$ cat src/rtl/rf_pkg.sv
// -----------------------------------------------------------------------------
// rf_pkg
//   Definitions shared by the register file and every block that writes it.
//   RF_AWL / RF_DWL : default register address / data widths
//   rf_wr_t         : one register-file write (enable, address, data)
// -----------------------------------------------------------------------------
package rf_pkg;

   localparam int RF_AWL = 5;
   localparam int RF_DWL = 32;

   typedef struct packed {
      logic              wen;
      logic [RF_AWL-1:0] wa;
      logic [RF_DWL-1:0] wd;
   } rf_wr_t;

endpackage : rf_pkg

$ cat src/rtl/rr_arbiter.sv
// -----------------------------------------------------------------------------
// rr_arbiter
//   Combinational round-robin picker for N requesters. The scan starts at ptr,
//   wraps from N-1 back to 0, and the first asserted request wins.
//   Ports:
//     req     [N-1:0]   request vector
//     ptr     [IW-1:0]  highest-priority index this cycle (must be < N)
//     gnt     [N-1:0]   one-hot grant, zero when no request
//     gnt_idx [IW-1:0]  index of the granted requester (0 when none)
//     any               at least one request is asserted
// -----------------------------------------------------------------------------
module rr_arbiter #(
   parameter  int N  = 2,
   localparam int IW = $clog2(N)
) (
   input  logic [N-1:0]  req,
   input  logic [IW-1:0] ptr,
   output logic [N-1:0]  gnt,
   output logic [IW-1:0] gnt_idx,
   output logic          any
);

   // One extra bit so ptr + offset cannot overflow before the wrap.
   localparam logic [IW:0] NW = (IW+1)'(N);

   logic [IW:0] idx;

   always_comb begin
      // NOTE: every output gets a default before the loop; a path that
      // leaves one unassigned would infer a latch.
      gnt     = '0;
      gnt_idx = '0;
      any     = 1'b0;
      idx     = '0;
      for (int k = 0; k < N; k++) begin
         idx = {1'b0, ptr} + (IW+1)'(k);
         if (idx >= NW) idx = idx - NW;
         if (!any && req[idx[IW-1:0]]) begin
            any                 = 1'b1;
            gnt[idx[IW-1:0]]    = 1'b1;
            gnt_idx             = idx[IW-1:0];
         end
      end
   end

endmodule : rr_arbiter

$ cat src/rtl/rf_write_arbiter.sv
// -----------------------------------------------------------------------------
// rf_write_arbiter
//   Shares the single register-file write port between NREQ writeback
//   sources. Round-robin, one write per cycle, valid/ready per source, and a
//   registered write stage that drives the register file directly. Writes to
//   address 0 complete their handshake but never raise rf_wen.
//   Ports:
//     clk, rst_n          clock, asynchronous active-low reset
//     stall               1 = grant nothing this cycle
//     req_valid/req_ready per-source handshake (ready one-hot or zero)
//     req_addr/req_data   source i at [i*AWL +: AWL] / [i*DWL +: DWL]
//     rf_wen/rf_wa/rf_wd  registered register-file write
//     grant_id            source of the current registered write
// -----------------------------------------------------------------------------
module rf_write_arbiter
   import rf_pkg::*;
#(
   parameter  int NREQ = 2,
   parameter  int AWL  = RF_AWL,
   parameter  int DWL  = RF_DWL,
   localparam int IW   = $clog2(NREQ)
) (
   input  logic                clk,
   input  logic                rst_n,
   input  logic                stall,
   input  logic [NREQ-1:0]     req_valid,
   output logic [NREQ-1:0]     req_ready,
   input  logic [NREQ*AWL-1:0] req_addr,
   input  logic [NREQ*DWL-1:0] req_data,
   output logic                rf_wen,
   output logic [AWL-1:0]      rf_wa,
   output logic [DWL-1:0]      rf_wd,
   output logic [IW-1:0]       grant_id
);

   // Same shape as rf_wr_t, sized by this instance's parameters.
   typedef struct packed {
      logic           wen;
      logic [AWL-1:0] wa;
      logic [DWL-1:0] wd;
   } wr_t;

   logic [IW-1:0]   rr_ptr;
   logic [NREQ-1:0] arb_gnt;
   logic [IW-1:0]   arb_idx;
   logic            arb_any;
   logic            xfer;
   logic [AWL-1:0]  win_addr;
   logic [DWL-1:0]  win_data;
   wr_t             wr_q;
   logic [IW-1:0]   gid_q;

   rr_arbiter #(.N(NREQ)) u_arb (
      .req     (req_valid),
      .ptr     (rr_ptr),
      .gnt     (arb_gnt),
      .gnt_idx (arb_idx),
      .any     (arb_any)
   );

   // Stall gates the grant, so a stalled cycle has no transfer at all.
   assign req_ready = stall ? '0 : arb_gnt;
   assign xfer      = arb_any & ~stall;
   assign win_addr  = req_addr[int'(arb_idx)*AWL +: AWL];
   assign win_data  = req_data[int'(arb_idx)*DWL +: DWL];

   // NOTE: state registers use non-blocking assignments so every flop
   // samples the pre-edge values, independent of statement order.
   always_ff @(posedge clk or negedge rst_n) begin
      if (!rst_n) begin
         rr_ptr <= '0;
      end else if (xfer) begin
         rr_ptr <= (arb_idx == IW'(NREQ-1)) ? '0 : arb_idx + IW'(1);
      end
   end

   // Write stage: address/data/id load on every transfer (including x0),
   // enable only for non-zero addresses; otherwise only the enable drops.
   always_ff @(posedge clk or negedge rst_n) begin
      if (!rst_n) begin
         wr_q  <= '0;
         gid_q <= '0;
      end else if (xfer) begin
         wr_q.wen <= (win_addr != '0);
         wr_q.wa  <= win_addr;
         wr_q.wd  <= win_data;
         gid_q    <= arb_idx;
      end else begin
         wr_q.wen <= 1'b0;
      end
   end

   assign rf_wen   = wr_q.wen;
   assign rf_wa    = wr_q.wa;
   assign rf_wd    = wr_q.wd;
   assign grant_id = gid_q;

endmodule : rf_write_arbiter

$ cat config.mk
export PLATFORM = sky130hd
export DESIGN_NAME = rf_write_arbiter
export DESIGN_NICKNAME = d
export VERILOG_FILES = /design/src/rtl/rf_pkg.sv /design/src/rtl/rr_arbiter.sv /design/src/rtl/rf_write_arbiter.sv
export SDC_FILE = /design/constraint.sdc
export NUM_CORES = 1
export LEC_CHECK = 0
export ABC_AREA = 0
export ABC_CLOCK_PERIOD_IN_PS = 1250
export CAP_MARGIN = 10
export CORE_ASPECT_RATIO = 0.6
export CORE_MARGIN = 3
export CORE_UTILIZATION = 33
export DETAILED_ROUTE_END_ITERATION = 8
export PLACE_DENSITY_LB_ADDON = 0.25
export SLEW_MARGIN = 20
export SYNTH_ARGS = -nofsm -noshare
export SYNTH_HDL_FRONTEND = slang
export SYNTH_HIERARCHICAL = 1
export SYNTH_SLANG_ARGS = --single-unit
$ cat constraint.sdc
create_clock -name clk -period 1.25 [get_ports clk]
set_input_delay 0.1875 -clock clk [delete_from_list [all_inputs] [get_ports clk]]
set_output_delay 0.1875 -clock clk [all_outputs]
set_load 0.05 [all_outputs]
* Word-level counts from Yosys, hierarchy flattened *
Index checks and enable logic that the tools add are counted.

operators by class
  bitwise gates (word level) = 3
  muxes and demuxes = 19
  reduce and logical (&&, ||, !) cells = 5
  add/subtract/negate cells = 4
  $mul = 1
  shift-type cells = 2
  magnitude comparators = 6

operator list
  kind                 number
  $shiftx 64x7->32     1
  $mux 1               14
  $shiftx 10x5->5      1
  $mux 2               3
  $reduce_bool 5->1    1
  $lt 1x2->1 const B   2
  $mul 1x3->4 const B  1
  $logic_and 1x1->1    3
  $add 1x1->2 const B  1
  $demux 1 s1          2
  $ge 1x1->1 const B   2
  $ge 1x2->1 const B   1
  $ge 2x2->1 const B   1
  $or 2x2->2           1
  $sub 1x1->1 const B  2
  $add 1x1->1 const B  1
  $and 1x1->1          1
  $logic_not 1->1      1
  $not 1->1            1

storage, ports and cells
  logic and storage cells = 45
  register bits after elaboration = 40

* Longest topological paths before layout *
Gate-level depths: netlist of run 1.

  depth in word-level cells = 12
  gate-level depth with buffers = 7
  gate-level depth less buffers = 5

* By module *
The synthesis of run 1 kept the hierarchy.

by module, submodules not included
  module            instances  cells an instance  area each (sq um)  sequential area each (sq um)
  rf_write_arbiter  1          176                1853.0             1001.0
  rr_arbiter        1          5                  32.5               0.0

* Worst setup path after synthesis of run 1 *
OpenSTA, ideal clock, no wires.

  path kind = register -> output
  start = register rr_ptr
  end = output port req_ready[1]
  cell stages (with the launch flop) = 4
  arrival time = 1.229 ns
  buffers on the path = 0
  slack = -0.166 ns
  required time = 1.062 ns
  cell sequence = dfrtp_1 inv_1 a21boi_1 nor2b_1

between the ends
  word-level cells in the longest chain between the ends = 10
  elaborated cells between the ends (all ways) = 28
  those cells by class = 3 x add/sub; 6 x order compare; 14 x mux; 1 x bitwise; 4 x reduce/logical

ends and longest elaborated chain
  item                                                               RTL line                source
  from (decl)                                                        rf_write_arbiter.sv:43  logic [IW-1:0] rr_ptr;
  from (signal assigned)                                             rf_write_arbiter.sv:73  rr_ptr <= (arb_idx == IW'(NREQ-1)) ? '0 : arb_idx + IW'(1);
  $add 1x1->2, or another cell as far along                          rr_arbiter.sv:36        idx = {1'b0, ptr} + (IW+1)'(k);
  $ge 2x2->1, or another cell as far along                           rr_arbiter.sv:37        if (idx >= NW) idx = idx - NW;
  $mux 1, or another cell as far along                               rr_arbiter.sv:37
  $lt 1x2->1 (not written as such), or another cell as far along     rr_arbiter.sv:40        gnt[idx[IW-1:0]] = 1'b1;
  $logic_and 1x1->1 (not written as such) or $mux 1 (tied branches)  rr_arbiter.sv:40
  $mux 1 (not written as such) or $demux 1 s1 (tied branches)        n/a
  $demux 1 s1 or $mux 2 (tied branches)                              n/a
  $or 2x2->2 (no line)                                               n/a
  $mux 2 (*)                                                         rr_arbiter.sv:38        if (!any && req[idx[IW-1:0]]) begin
  named net arb_gnt[1]                                               rf_write_arbiter.sv:44  logic [NREQ-1:0] arb_gnt;
  $mux 2 (*)                                                         rf_write_arbiter.sv:62  assign req_ready = stall ? '0 : arb_gnt;
  to (decl)                                                          rf_write_arbiter.sv:27  output logic [NREQ-1:0] req_ready,

The timed path passes the listed nets; every way through them passes the cells marked *. The select of a mux whose other input is x is not followed.

* Worst setup path in the final report of run 1 *
  start = register rr_ptr
  end = output port req_ready[0]

Same word-level chain as after synthesis.

==> results of run 1 <==
==> final cells by class <==
class	instances	share of cell area [%]
Clock buffer	7	2.354
Clock inverter	1	0.7337
Inverter	1	0.09171
Multi-Input combinational cell	126	21.00
Sequential cell	40	24.46
Tap cell	77	2.354
Timing Repair Buffer	144	49.01
==> worst max-delay path: stages, from the launching register on <==
cell and delay [ns]:
dfrtp_1 0.41, buf_6 0.13, a21boi_2 0.11, nor2b_4 0.17, buf_12 0.14
==> what timing repair did <==
item | CTS | global route
gates cloned | 3 | 3
setup endpoints to repair | 42 | 42
hold endpoints to repair | 16 | 0
pin swaps | 2 | 2
hold buffers | 1 | 0
resized for setup | 20 | 50
buffers inserted | 5 | 7
==> where the power goes <==
part / internal [mW] / switching, mW / total (mW) / leakage, nW
logic: 1.23 / 1.08 / 2.32 / 1.26
registers: 1.47 / 0.194 / 1.67 / 0.491
clock network: 0.705 / 0.470 / 1.18 / 0.0645
total: 3.41 / 1.75 / 5.16 / 1.81
==> kinds of logic (layout without fill, tap and decap cells) <==
logic type	Yosys count	after routing	synth area share (%)
mux	38	38	20.24
buf+inv	15	153	4.777
flops	40	40	53.09
compound gates	41	41	11.28
simple gates	47	47	10.62
==> worst max-delay path by stage <==
stage	from	end	slack [ns]	cells past startpoint
floorplan	rr_ptr	rf_wen	-0.12	6
global placement	req_valid[1]	rf_wa[2]	-0.38	5
detailed placement	req_valid[0]	rf_wd[0]	-0.49	5
CTS	rr_ptr	req_ready[0]	-0.20	4
global route	rr_ptr	rf_wd[3]	-0.28	7
finish	rr_ptr	req_ready[0]	-0.20	4
==> layout by cell type, fill, tap and decap left out, types with 7 or more instances in the layout <==
master | Yosys | routed
o21ai_0 | 38 | 11
buf_12 | 0 | 48
nand2_1 | 38 | 38
buf_6 | 2 | 8
clkbuf_8 | 0 | 7
o21ai_1 | 0 | 26
mux2i_1 | 37 | 35
clkdlybuf4s50_1 | 0 | 75
dfrtp_1 | 40 | 40
==> sequential cells by signal, summed over array words and instances (netlist names) <==
name	flops
grant_id	1
rf_wa	5
rf_wd	32
rf_wen	1
rr_ptr	1
==> layer usage <==
layer / track usage [%] / routed length (um) / up-vias
met2: 30.05 / 2810 / 91
met4: 3.980 / 67 / 0
met5: 0 / 0 / -
met1: 24.11 / 2772 / 854
met3: 8.060 / 637 / 6
li1: - / - / 896
==> implementation parameters, run 1 <==
Parameter                              Value

Worst hold path
  HP Class    in2async

Layout
  Area taken by flip-flops and latches    0.001001 mm^2
  Share of final-layout standard cells stronger than drive strength 1    26.96%
  Layout area overhead    117.1%
  Share of the core filled with cells in the final layout    77.51%
  Fillcell total    343
  Net count reported at finish    397
  Summed area of non-filler cells in the final layout    0.004093 mm^2
  # diodes    0
  Number of cells in the finished layout apart from fillers    396
  Multi-input combinational cell area    859.6 um^2

Pwr
  Leakage    1.811 nW
  Max rail drop VDD    0.7361 mV
  Tot Pwr    5.159 mW
  Power density over cell area    1260 mW/mm^2

Routing
  Remaining routing DRC violations    0
  Antenna Violating Nets Remaining    0
  WL/cell    15.88 um
  Post-detailed-routing wire length    6287 um
  Vias after detailed routing    1847
  Routed vias/inst    4.664
  Initial DRT Pass Iterations    4
  Detailed Route Iter0 Violations    35

Clocking
  Root Buffer    clkbuf_8
  Clock Pin Slew Worst Setup and Hold Paths    0.08 ns
  Maximum buffer depth of the clock tree    2
  Num Clock Sinks    40
  Clock Latency Late Sink    0.29 ns
  CTS tree    done
  TritonCTS buffer count    5
  H-Tree Level Count    2

Setup path
  Reg2reg end    rf_wen
  Data required time of the worst path    1.06 ns
  Reg-to-reg critical path startpoint    rr_ptr
  Max FO, Critical Path    2
  CP Class    reg2out
  Internal reg-to-reg setup slack    -0.20 ns
  Type of origin of the critical path    register
  Crit path capture type    primary output
  Arrival @ worst endpoint    1.26 ns
  Reg2reg path depth    5

Logic synthesis
  Most numerous cell types in the synthesized netlist    dfrtp_1, nand2_1, o21ai_0
  Cell Area, Synth    0.001886 mm^2
  Number of synthesized register bits    40
  Commonest register cell after synthesis    dfrtp_1
  Post-Synthesis Cells    181
  Most instantiated library cell after synthesis    dfrtp_1
  Syn_nets    260
  Post-synth EDFFs    0
  Average instance area after synthesis    10.42 um^2
  Synth area leader    dfrtp_1
  Async SR Flop Fraction    100.0%
  Seq/Total Area, Yosys    53.09%
  Top area cells in the synthesized netlist    dfrtp_1, mux2i_1, o21ai_0
  Share of Yosys cell area claimed by the top area cell type    53.09%
  Number of warnings reported in the yosys synthesis log    6
  Count of cell types in the netlist    17

STA
  Hold violation count in the final report    0
  Peak Freq    688.9 MHz
  Post-route clock period utilization    116.1%
  Hold Worst Slack    0.3535 ns
  Setup violations, final    38
  Worst slew margin relative to its limit    72.02%
  Clock skew    0.004993 ns
  Post-layout minimum cycle time    1.452 ns
  Final number of max-transition violations    0
  Slack of the critical path    -0.2016 ns
  Final TNS setup    -3.089 ns
  Unrepaired setup endpoints after global routing    yes
  Slew at the pin with the worst max-slew slack    0.4196 ns

Die
  Num rows    20
  Die height    64.55 um
  Total Die Area    0.006686 mm^2
  Die extent in x    103.6 um
  Area inside the core boundary    0.005280 mm^2
  Boundary Pins    120
  Effective utilization at floorplan    35.71%

Placed design
  Placement-stage worst setup slack    -0.4881 ns
  Sum of net half-perimeters after detailed placement    4429 um
  Routability congestion estimate    0.7289
  Number of buffers added on ports    119
  Area after DPL    0.003618 mm^2
  Cell Count Post-Placement    374

Global routing
  Via count of the first global-routing pass    1898
  Wire length of the first global-routing pass    9894 um
  Congestion Overflow GR    0
  Maximum number of pins on one net before global-route repair    26
  GRT Overall Usage    18.85%
  Antenna violations before repair    0

Outcome
  Failing checks    negative setup slack
  Status    complete, but fails checks

Run
  Reported max-cap violation count    0
Power figures use the tool's default switching activity.
==> run 2: changes to the inputs <==
Settings changed: GPL_TIMING_DRIVEN set to 1.
==> results of run 2 <==
No change in the layout: final DEF, timing and power equal those of run 1.
